`src/rtl/wb_pkg.sv`:
```
// wb_pkg: shared load encodings and writeback state type
package wb_pkg;
  localparam logic [2:0] F3_LB  = 3'b000;
  localparam logic [2:0] F3_LH  = 3'b001;
  localparam logic [2:0] F3_LW  = 3'b010;
  localparam logic [2:0] F3_LBU = 3'b100;
  localparam logic [2:0] F3_LHU = 3'b101;
  typedef enum logic [1:0] {EMPTY, WRITE, WAIT_LOAD} wb_state_e;
endpackage

```
`src/rtl/load_extract.sv`:
```
// load_extract: selects and sign/zero-extends the addressed byte/half of a load word
module load_extract
  import wb_pkg::*;
#(
  parameter int XLEN = 32
) (
  input  logic [2:0]      funct3,
  input  logic [1:0]      offset,
  input  logic [XLEN-1:0] word,
  output logic [XLEN-1:0] value
);
  logic [7:0]  b;
  logic [15:0] h;
  always_comb begin
    b = word[{offset, 3'b000} +: 8];
    h = offset[1] ? word[31:16] : word[15:0];
    value = funct3 == F3_LB  ? {{(XLEN-8){b[7]}}, b} :
            funct3 == F3_LBU ? {{(XLEN-8){1'b0}}, b} :
            funct3 == F3_LH  ? {{(XLEN-16){h[15]}}, h} :
            funct3 == F3_LHU ? {{(XLEN-16){1'b0}}, h} :
            word;
  end
endmodule

```
`src/rtl/writeback_stage.sv`:
```
// writeback_stage: final pipeline stage; waits for loads, writes the register file, counts retirements
module writeback_stage
  import wb_pkg::*;
#(
  parameter int XLEN          = 32,
  parameter int INSTRET_WIDTH = 64
) (
  input  logic                     clk,
  input  logic                     reset_n,
  input  logic                     valid_in,
  output logic                     ready_in,
  input  logic [4:0]               rd_address_in,
  input  logic [XLEN-1:0]          result_in,
  input  logic                     is_load_in,
  input  logic [2:0]               load_funct3_in,
  input  logic [1:0]               load_offset_in,
  input  logic                     mem_rsp_valid,
  input  logic [XLEN-1:0]          mem_rsp_data,
  output logic [4:0]               rd_address,
  output logic [XLEN-1:0]          rd_data,
  output logic                     retire_valid,
  output logic [INSTRET_WIDTH-1:0] instret
);
  wb_state_e       state;
  logic [4:0]      rd_q;
  logic [2:0]      funct3_q;
  logic [1:0]      offset_q;
  logic [XLEN-1:0] load_value;

  load_extract #(.XLEN(XLEN)) u_extract (
    .funct3(funct3_q),
    .offset(offset_q),
    .word  (mem_rsp_data),
    .value (load_value)
  );

  assign ready_in = state != WAIT_LOAD;

  // Outputs are registered as the next state's values, so rd_address/rd_data are zero outside WRITE
  // and rd = 0 forces rd_data to zero as well.
  always_ff @(posedge clk or negedge reset_n) begin
    if (!reset_n) begin
      state        <= EMPTY;
      rd_q         <= '0;
      funct3_q     <= '0;
      offset_q     <= '0;
      rd_address   <= '0;
      rd_data      <= '0;
      retire_valid <= 1'b0;
      instret      <= '0;
    end else begin
      if (retire_valid) instret <= instret + INSTRET_WIDTH'(1);
      if (state == WAIT_LOAD) begin
        if (mem_rsp_valid) begin
          state        <= WRITE;
          rd_address   <= rd_q;
          rd_data      <= rd_q == 5'd0 ? '0 : load_value;
          retire_valid <= 1'b1;
        end
      end else if (valid_in && is_load_in) begin
        state        <= WAIT_LOAD;
        rd_q         <= rd_address_in;
        funct3_q     <= load_funct3_in;
        offset_q     <= load_offset_in;
        rd_address   <= '0;
        rd_data      <= '0;
        retire_valid <= 1'b0;
      end else if (valid_in) begin
        state        <= WRITE;
        rd_address   <= rd_address_in;
        rd_data      <= rd_address_in == 5'd0 ? '0 : result_in;
        retire_valid <= 1'b1;
      end else begin
        state        <= EMPTY;
        rd_address   <= '0;
        rd_data      <= '0;
        retire_valid <= 1'b0;
      end
    end
  end
endmodule

```
`config.mk`:
```
export PLATFORM = sky130hd
export DESIGN_NAME = writeback_stage
export DESIGN_NICKNAME = d
export VERILOG_FILES = /design/src/rtl/wb_pkg.sv /design/src/rtl/load_extract.sv /design/src/rtl/writeback_stage.sv
export SDC_FILE = /design/constraint.sdc
export NUM_CORES = 1
export LEC_CHECK = 0
export CORE_MARGIN = 5
export CORE_UTILIZATION = 50
export DETAILED_ROUTE_END_ITERATION = 12
export MAX_ROUTING_LAYER = met4
export PLACE_DENSITY_LB_ADDON = 0.25
export SYNTH_ARGS = -nofsm -noshare
export SYNTH_HDL_FRONTEND = slang
export SYNTH_HIERARCHICAL = 1
export SYNTH_SLANG_ARGS = --single-unit
```
`constraint.sdc`:
```
create_clock -name clk -period 3.8 [get_ports clk]
set_input_delay 0.76 -clock clk [delete_from_list [all_inputs] [get_ports clk]]
set_output_delay 0.76 -clock clk [all_outputs]
set_load 0.01 [all_outputs]
```
==> metrics <==
status completed; share of cells above drive strength 1 11.74%; Post-CTS Hold Buffers 0; Port-buffer cells 181; via count 5573; top area cells in the synthesized netlist dfrtp_1, nor2_1, xnor2_1; Die H 120.3 µm; RSZ-0062 raised after global routing false; Layout Area Growth over Synthesis 41.15%; initial antenna violation count 0; Setup Skew 0.01131 ns; Fin. Hold Viols 0; Hold Crit Class reg -> reg; vias in the first global route 5622; Setup Viol. Count Final 0; Fmax achieved 0.3809 GHz; Synth cell types 48; Setup Buffers After CTS 0; relative slew slack 29.46%; largest net degree at the start of global routing 84; Filler cells 881; first-pass GRT wire length 28.50 mm; Worst-Margin Slew 1.058 ns; clock-pin slew on the worst setup and hold paths 0.05 ns; Initial Util 50.87%; Fin Hold WS 0.4778 ns; die width 120.3 µm; GR Util met2 41.38%; Max rail drop VDD 0.2398 mV; commonest non-fill, non-tap cell in the layout clkdlybuf4s50_1; DR WL/cell 19.04 µm; Ports 182; cell depth of the worst flop-to-flop path 5; estimated wirelength of the detail-placed design 12.82 mm; Top FF cell, synth dfrtp_1; placer congestion estimate 0.9462; period utilization 69.08%; Crit. End Element flip-flop; area leader, netlist dfrtp_1; fraction of registers with async set/reset 100.0%; CTS tree built; Max Cap Violations 0; Syn. warnings 6; Post-DRT Antenna Nets 0; sequential fraction of the synthesis area 46.47%; Vias/cell 5.935; CTS Sinks 113; commonest non-fill, non-tap cells in the layout clkdlybuf4s50_1, dfrtp_1, nor2_1, nand2_1, xnor2_1; Die ar. 14480 µm²; crit-path max FO 29; Max clock buf depth 2; Worst-Skew Late Latency 0.40 ns; std cell rows 40; Tmin final 2.625 ns; # DRC 0; worst path cell trace nor3_1 -> nand3b_1 -> nand3_1 -> a221oi_1 -> nor2_1; final wirelength 17.88 mm; detailed-router iteration count before antenna repair 5; H-Tree Depth 4; Sequential Area 2828 µm²; GRT Overall Usage 25.27%; Slowest cell on crit path dfrtp_1; Final Util 71.80%; grt ovf 0; Top Usage Layer GRT met2; critical path's largest stage delay 0.91 ns; CTS Buf Count 17; Max Slew Vio Count 0; fin nets 860; Synth Register Bits 113; area of the multi-input gates 3040 µm²; hold depth 1; top-area cell type share of the netlist area 46.47%; leakage 3.829 nW; CP required 4.07 ns; Root Buffer clkbuf_16; mean area per synthesized cell 9.991 µm²; arrival time at the worst endpoint 2.89 ns; startpoint types flip-flop; cell area after synthesis 6085 µm²; initial DRC count 460; final setup TNS 0 ns; GR Util met1 31.20%; kind of critical path reg -> reg; routing usage on met3 5.659%; PwrDens 473.9 nW/µm²; Mapped Nets 689; Power, Total 0.004070 W; core area 11960 µm²; Mapped Cells 609; Post-CTS Resized 0; # diodes 0; Post-synth EDFFs 0
[report_power, final]
group / total (W) / leakage, nW / switching (W) / internal, W
Sequential: 0.00148 / 1.51 / 0.000151 / 0.00133
Combinational: 0.000909 / 2.01 / 0.000424 / 0.000485
Clock: 0.00168 / 0.306 / 0.000534 / 0.00115
[kinds of logic after synthesis]
kind of cell	synth area share, %
AO/OA/AOI/OAI	10.36
XOR/XNOR	9.068
adder cells (fa/ha/maj)	0.2056
buffers and inverters	3.660
flip-flops	46.47
multiplexers	4.051
AND/OR/NAND/NOR	26.18
[per-layer routing]
layer	up-vias	share of wire [%]
li1	2552	-
met1	2720	41
met2	267	50
met3	34	7.3
met4	0	2.5
met5	-	0
[sequential cells by signal, summed over array words and instances (netlist names)]
name,flops
rd_q,5
rd_data,32
funct3_q,3
rd_address,5
offset_q,2
instret,64
state,2
[path summary, 6_finish.rpt]
| check | from | endpoint | slack (ns) |
|---|---|---|---|
| worst max-delay path | funct3_q[0] | rd_data[19] | 1.17 |
| worst min-delay path | instret[63] | instret[63] | 0.48 |
| worst max register to register | funct3_q[0] | rd_data[19] | 1.17 |
| worst min register to register | instret[63] | instret[63] | 0.48 |
| max in group asynchronous | reset_n | rd_data[5] | 2.36 |
| min in group asynchronous | reset_n | instret[22] | 0.54 |
[metrics by stage]
step	instances	instance area, µm²	setup slack [ns]
2_1_floorplan	609	6085	1.630
3_3_place_gp	908	7959	1.007
3_5_place_dp	908	7959	0.8751
4_1_cts	939	8588	1.189
5_1_grt	939	8588	1.081
6_report	939	8588	1.175
[critical path: cells and delay by family, from the launching register on]
family          cells  cell delay [ns]
simple gates        4             1.20
flops               1             0.91
compound gates      1             0.37
[synth_stat cells, drive strengths merged (7+ instances only)]
library cell and number:
a221oi 32, inv 8, xor2 30, nor3 22, clkbuf 21, a221o 15, mux2 19, nand3 42
or4b 7, a31oi 7, and3 11, nand2 57, nor2 94, nand4 24, dfrtp 113, xnor2 33
a22o 7, buf 17, nand3b 8
[area by class of cell]
class / count / area share [%]
multi-input cells: 450 / 35.40
flip-flops and latches: 113 / 32.93
repair buffers: 190 / 21.85
clock buffers: 22 / 5.522
well taps: 147 / 2.142
clock inverters: 9 / 1.807
inverters: 8 / 0.3497
(Power assumes the default switching activity.)
